$ cat config.mk
export PLATFORM = sky130hd
export DESIGN_NAME = piso_serializer_flat
export DESIGN_NICKNAME = d
export VERILOG_FILES = /design/src/rtl/piso_serializer_if.sv /design/src/rtl/piso_serializer.sv /design/src/flat_wrapper.sv
export SDC_FILE = /design/constraint.sdc
export NUM_CORES = 1
export LEC_CHECK = 0
export CORE_UTILIZATION = 40
export CTS_BUF_LIST = sky130_fd_sc_hd__clkbuf_8
export DETAILED_ROUTE_END_ITERATION = 10
export GPL_TIMING_DRIVEN = 0
export PLACE_DENSITY = 0.68
export SLEW_MARGIN = 20
export SYNTH_ARGS = -nofsm -noshare
export SYNTH_HDL_FRONTEND = slang
export SYNTH_SLANG_ARGS = --single-unit
$ cat constraint.sdc
create_clock -name clk -period 2.24 [get_ports clk]
set_input_delay 0.448 -clock clk [delete_from_list [all_inputs] [get_ports clk]]
set_output_delay 0.448 -clock clk [all_outputs]
set_load 0.05 [all_outputs]
$ cat src/rtl/piso_serializer_if.sv
// Word handshake and serial link bundle between a word source and piso_serializer.
// The slave modport is the serializer's view; the master modport is the source's view.
interface piso_serializer_if #(
    parameter int WIDTH = 16
);
    logic [WIDTH-1:0] data_i;
    logic             valid_i;
    logic             ready_o;
    logic             ser_o;
    logic             ser_en_o;
    logic             busy_o;
    logic             done_o;

    modport slave (
        input  data_i,
        input  valid_i,
        output ready_o,
        output ser_o,
        output ser_en_o,
        output busy_o,
        output done_o
    );

    modport master (
        output data_i,
        output valid_i,
        input  ready_o,
        input  ser_o,
        input  ser_en_o,
        input  busy_o,
        input  done_o
    );
endinterface

$ cat src/rtl/piso_serializer.sv
// Parallel-in serial-out transmitter: accepts a word on valid/ready and shifts it out
// MSB first, one strobed bit every BIT_CYCLES clocks, then pulses done for one cycle.
//
// state | meaning
// IDLE  | ready for a word, shreg is zero so the bit line rests low
// SHIFT | word in flight, one strobe every BIT_CYCLES cycles
module piso_serializer #(
    parameter int WIDTH      = 16,
    parameter int BIT_CYCLES = 1
) (
    input  logic              clk,
    input  logic              reset,
    piso_serializer_if.slave  bus
);
    localparam int DIV_W = (BIT_CYCLES > 1) ? $clog2(BIT_CYCLES) : 1;
    localparam int CNT_W = $clog2(WIDTH + 1);

    localparam logic [0:0] IDLE  = 1'b0;
    localparam logic [0:0] SHIFT = 1'b1;

    localparam logic [DIV_W-1:0] DIV_LAST = DIV_W'(BIT_CYCLES - 1);
    localparam logic [CNT_W-1:0] CNT_LAST = CNT_W'(WIDTH - 1);

    logic [0:0]       state;
    logic [WIDTH-1:0] shreg;
    logic [DIV_W-1:0] div;
    logic [CNT_W-1:0] cnt;
    logic             done;
    logic             strobe;

    assign strobe       = (state == SHIFT) && (div == DIV_LAST);
    assign bus.ready_o  = (state == IDLE);
    assign bus.busy_o   = (state == SHIFT);
    assign bus.ser_o    = shreg[WIDTH-1];
    assign bus.ser_en_o = strobe;
    assign bus.done_o   = done;

    always_ff @(posedge clk) begin
        if (reset) begin
            state <= IDLE;
            shreg <= '0;
            div   <= '0;
            cnt   <= '0;
            done  <= 1'b0;
        end else begin
            done <= 1'b0;
            case (state)
                IDLE: begin
                    if (bus.valid_i) begin
                        shreg <= bus.data_i;
                        div   <= '0;
                        cnt   <= '0;
                        state <= SHIFT;
                    end
                end
                SHIFT: begin
                    if (strobe) begin
                        // zero fill leaves shreg clear by the time we are back in IDLE
                        shreg <= {shreg[WIDTH-2:0], 1'b0};
                        div   <= '0;
                        cnt   <= cnt + CNT_W'(1);
                        if (cnt == CNT_LAST) begin
                            state <= IDLE;
                            done  <= 1'b1;
                        end
                    end else begin
                        div <= div + DIV_W'(1);
                    end
                end
                default: state <= IDLE;
            endcase
        end
    end
endmodule

$ cat src/flat_wrapper.sv
// flat-port wrapper written by rule: the top's interface ports become plain ports
module piso_serializer_flat 
#(
    parameter int WIDTH      = 16,
    parameter int BIT_CYCLES = 1
)
  (clk, reset, bus_data_i, bus_valid_i, bus_ready_o, bus_ser_o, bus_ser_en_o, bus_busy_o, bus_done_o);
  piso_serializer_if #(.WIDTH(WIDTH)) bus_i ();
  input  logic clk;
  input  logic reset;
  input wire logic [$bits(bus_i.data_i)-1:0] bus_data_i;
  input wire logic [$bits(bus_i.valid_i)-1:0] bus_valid_i;
  output wire logic [$bits(bus_i.ready_o)-1:0] bus_ready_o;
  output wire logic [$bits(bus_i.ser_o)-1:0] bus_ser_o;
  output wire logic [$bits(bus_i.ser_en_o)-1:0] bus_ser_en_o;
  output wire logic [$bits(bus_i.busy_o)-1:0] bus_busy_o;
  output wire logic [$bits(bus_i.done_o)-1:0] bus_done_o;
  assign bus_i.data_i = bus_data_i;
  assign bus_i.valid_i = bus_valid_i;
  assign bus_ready_o = bus_i.ready_o;
  assign bus_ser_o = bus_i.ser_o;
  assign bus_ser_en_o = bus_i.ser_en_o;
  assign bus_busy_o = bus_i.busy_o;
  assign bus_done_o = bus_i.done_o;
  piso_serializer #(.WIDTH(WIDTH), .BIT_CYCLES(BIT_CYCLES)) u_core (.clk(clk), .reset(reset), .bus(bus_i));
endmodule
* Word level (Yosys, flattened, before mapping)
Index checks and enable logic that the tools add are counted. W data, S select, Z words.
Storage, ports and cells: register bits after elaboration 24, bits in latches 0, memory bits (writable) 0, memory bits (read-only) 0, output and inout bits 5, word-level logic and storage cells 30, memories 0
Operators by class: add/sub/neg operators 2, $mul 0, divide/modulo/power cells 0, order comparisons 0, eq/ne operators 3, shift-type cells 0, muxes and demuxes 14, bitwise gates (word level) 3, reductions and logical operators 3
Operators by type and width (count):
- $mux W16 | 2
- $pmux W16 S2 | 1
- $mux W5 | 2
- $pmux W5 S2 | 1
- $mux W1 | 6
- $add A5 B1 Y5 const B | 1
- $eq A5 B4 Y1 const B | 1
- $ne A2 B2 Y1 const B | 2
- $pmux W1 S2 | 2
- $not A1 Y1 | 3
- $reduce_or A3 Y1 | 1
- $reduce_and A2 Y1 | 1
- $add A1 B1 Y1 const B | 1
- $logic_and A1 B1 Y1 | 1

* Depth between registers and ports, before layout
word-level depth 4, mapped depth 6, gate-level depth less buffers 6

* Worst setup path before layout
No wires, ideal clock.
path type register -> output, start point register u_core.state (netlist: u_core.bus.busy_o), end point output port bus_ready_o, data arrival time 1218 ps, required time 1792 ps, slack 574 ps, cell stages (with the launch flop) 4, path through dfxtp_1 buf_6 buf_4 inv_1
On the way: cells in the longest elaborated chain, start to end 1
RTL lines:
- start: declaration | line piso_serializer.sv:24 | logic [0:0] state;
- start signal: assignment | line piso_serializer.sv:40 | state <= IDLE;
- start signal: assignment | line piso_serializer.sv:53 | state <= SHIFT;
- start signal: assignment | line piso_serializer.sv:63 | state <= IDLE;
- $not A1 Y1 | line piso_serializer.sv:32 | assign bus.ready_o = (state == IDLE);
- end: declaration | line flat_wrapper.sv:13 | output wire logic [$bits(bus_i.ready_o)-1:0] bus_ready_o;
No other way between the ends.

* Final worst setup path
start point register u_core.state (netlist: u_core.bus.busy_o), end point output port bus_ser_en_o
On the way: cells in the longest elaborated chain, start to end 1
RTL lines:
- $logic_and A1 B1 Y1 | line piso_serializer.sv:31 | assign strobe = (state == SHIFT) && (div == DIV_LAST);
- end: declaration | line flat_wrapper.sv:15 | output wire logic [$bits(bus_i.ser_en_o)-1:0] bus_ser_en_o;
No other way between the ends.

==> results.yml <==
route:
  finalWirelength_um: 2510
  avgViaCountPerCell: 5.09
  drtAntennaViolNets: 0
  drcViolationCount: 0
  avgRoutedWirePerCell_um: 13.4
  drt_iter0_markers: 32
  drt_pass1_iterations: 4
  vias: 952
pwr:
  power.density_mw_per_mm2: 624
  p_leak_uw: 0.000586
  ir_drop_mv: 0.316
timing:
  final.setup.tns_ps: 0
  setup_viol: 0
  finalHoldViolCount: 0
  slew_headroom_pct: 56.9
  post-route-period-util_pct: 93.4
  final.setup_skew_ps: 2.14
  worst_slew_pin_slew_ps: 646
  fmax_ghz: 0.478
  min_period_ps: 2090
  rsz0062_at_grt: "false"
  maxSlewViolCount: 0
  whs_ps: 489
synthesis:
  synthCells: 116
  yosys-top-cells-count: "24 x dfxtp_1, 15 x mux2i_1, 9 x a211oi_2, 9 x nor3_2, 7 x a211oi_1"
  ys_seq_area_share_pct: 38.1
  synth_area_leaders: "dfxtp_1 38%, mux2i_1 12%, a211oi_2 8.9%"
  synth_area_leader_cell: "dfxtp_1"
  synth_most_common_cell: "dfxtp_1"
  yosys_most_used_dff: "dfxtp_1"
  yosysTopAreaCellShare_pct: 38.1
  ys_ff_latch: 24
  synth_warnings: 0
  synth.distinct_cells: 29
  async_reset_ff_share_pct: 0
  netlist_area_mm2: 0.00126
  synth.avg_cell_area_um2: 10.9
  syn_nets: 137
  synth_edf_count: 0
placement:
  dp_hpwl_um: 1810
  gp_congestion: 0.730
  portBuffers: 23
global_route:
  overflow: 0
  grt_pass1_wl_um: 4280
  grt_use_total_pct: 16.5
  grt_max_degree: 14
  grt_pass1_vias: 932
  antenna_found_initial: 0
run_status:
  status: "finished, final reports clean"
min_path:
  hold_path.class: "flop to flop"
worst_setup_path:
  cp_slowest_stage_delay_ps: 540
  cp-start-kind: "flop"
  worst_setup_path_end_kind: "output pin"
  crit_fanout: 10
  critPathKind: "flop to output pin"
  cp.required_ps: 1790
  crit_chain: "buf_6, nand2b_4, inv_2, buf_6, dlygate4sd2_1"
  cp_top_family: "buffers and inverters"
  critical_path.most_common_cell: "buf_6"
  cpMaxStageDelayCell: "dlygate4sd2_1"
  worst-endpoint-arrival_ps: 1640
  cp_num_buf_inv: 4
floorplanning:
  io-pin-count: 24
  die_area_mm2: 0.00338
  row_count: 20
  die_width_um: 58.2
  fp.coreArea_mm2: 0.00303
  die_h_um: 58.2
  initial_utilization_pct: 41.7
clock_tree:
  clkTransAtPathRegs_ps: 80
  cts_tree: "yes"
  cts-buffers-inserted: 3
  cts_buffer_depth: 2
  insertion_delay_ps: 260
  h-tree-depth: 1
  root_buffer: "clkbuf_8"
  cts_sinks: 24
final_layout:
  layout.nets: 165
  area_growth_pct: 27.1
  multiInputGateArea_um2: 668
  register_area_um2: 480
  num_antenna_cells: 0
  layout-drive-gt1-share_pct: 25.2
  n_fill_cell: 284
job:
  drv_cap: 0
-- final timing paths --
| check | from | endpoint | slack [ps] | cells past startpoint |
|---|---|---|---|---|
| worst max-delay path | u_core.bus.busy_o$_SDFF_PP0_ | bus_ser_en_o | 150 | 5 |
| worst min register to register | u_core.shreg[0]$_SDFFE_PP0P_ | u_core.shreg[0]$_SDFFE_PP0P_ | 490 | 2 |
| worst min-delay path | u_core.shreg[0]$_SDFFE_PP0P_ | u_core.shreg[0]$_SDFFE_PP0P_ | 490 | 2 |
| worst max register to register | u_core.cnt[0]$_SDFFE_PP0P_ | u_core.cnt[4]$_SDFFE_PP0P_ | 850 | 6 |
-- power breakdown --
| part | leakage, uW | total (uW) | switching [uW] | internal, uW |
|---|---|---|---|---|
| clock | 0.0000288 | 289 | 133 | 157 |
| combinational | 0.000360 | 234 | 118 | 116 |
| sequential | 0.000198 | 478 | 19.7 | 458 |
| total | 0.000586 | 1000 | 271 | 730 |
-- through the flow --
step / setup WS, ps / cells / area, um^2 / total power, uW / utilization [%]
final: 148 / 187 / 1600 / 1000 / 53.0
after global routing: 67.7 / 187 / 1600 / 1050 / 53.0
after CTS: 19.1 / 187 / 1600 / 1010 / 52.9
after detailed placement: 154 / 183 / 1550 / 724 / 51.1
after global placement: 179 / 183 / 1550 / 717 / 51.1
after floorplan: 574 / 116 / 1260 / 650 / -
-- layout by cell type (no fill, tap or decap), types with 3 or more instances in the layout --
cell / Yosys / final
nand2_1: 5 / 5
buf_6: 6 / 6
a211oi_2: 9 / 9
a211oi_1: 7 / 7
dfxtp_1: 24 / 24
nor3_2: 9 / 9
a21oi_1: 4 / 4
nor3_1: 6 / 6
nand3_1: 4 / 4
clkbuf_8: 0 / 4
nand2b_1: 3 / 3
clkdlybuf4s50_1: 0 / 21
mux2i_1: 15 / 15
-- per-layer routing --
metal	wire length (um)	up-vias	GRT usage, %
li1	-	478	-
met1	1220	454	22.6
met2	1200	18	27.3
met3	64	2	2.68
met4	14	0	4.08
met5	0	-	0
-- flip-flops by register name, indices dropped and copies added, names as in the netlist --
signal / flops
u_core.shreg: 16
u_core.cnt: 5
u_core.bus.busy_o: 1
u_core.bus.done_o: 1
u_core.div: 1
-- what timing repair did --
action,CTS,global route
gates resized for setup,1,1
setup endpoints to repair,1,1
buffers inserted,0,0
hold buffers,0,0
-- cell type report --
class                           count  area share [%]
Tap cell                           44            3.43
Buffer                             10            6.40
Timing Repair Buffer               23            14.4
Clock buffer                        4            3.43
Multi-Input combinational cell     79            41.7
Inverter                            3           0.702
Sequential cell                    24            30.0
-- cells by family after synthesis --
family | after synthesis | share of synthesized area (%)
AOI/OAI and AO/OA | 22 | 15.7
adders and majority gates | 2 | 1.98
buffers and inverters | 13 | 9.02
DFF | 24 | 38.1
muxes | 16 | 12.8
and+or+nand+nor | 39 | 22.5
-- worst min-delay path: stages, from the launching register on --
cell	delay, ps
dfxtp_1	320
nand3_1	60
a21oi_1	60
No activity file was read; power rests on OpenSTA's default activity.
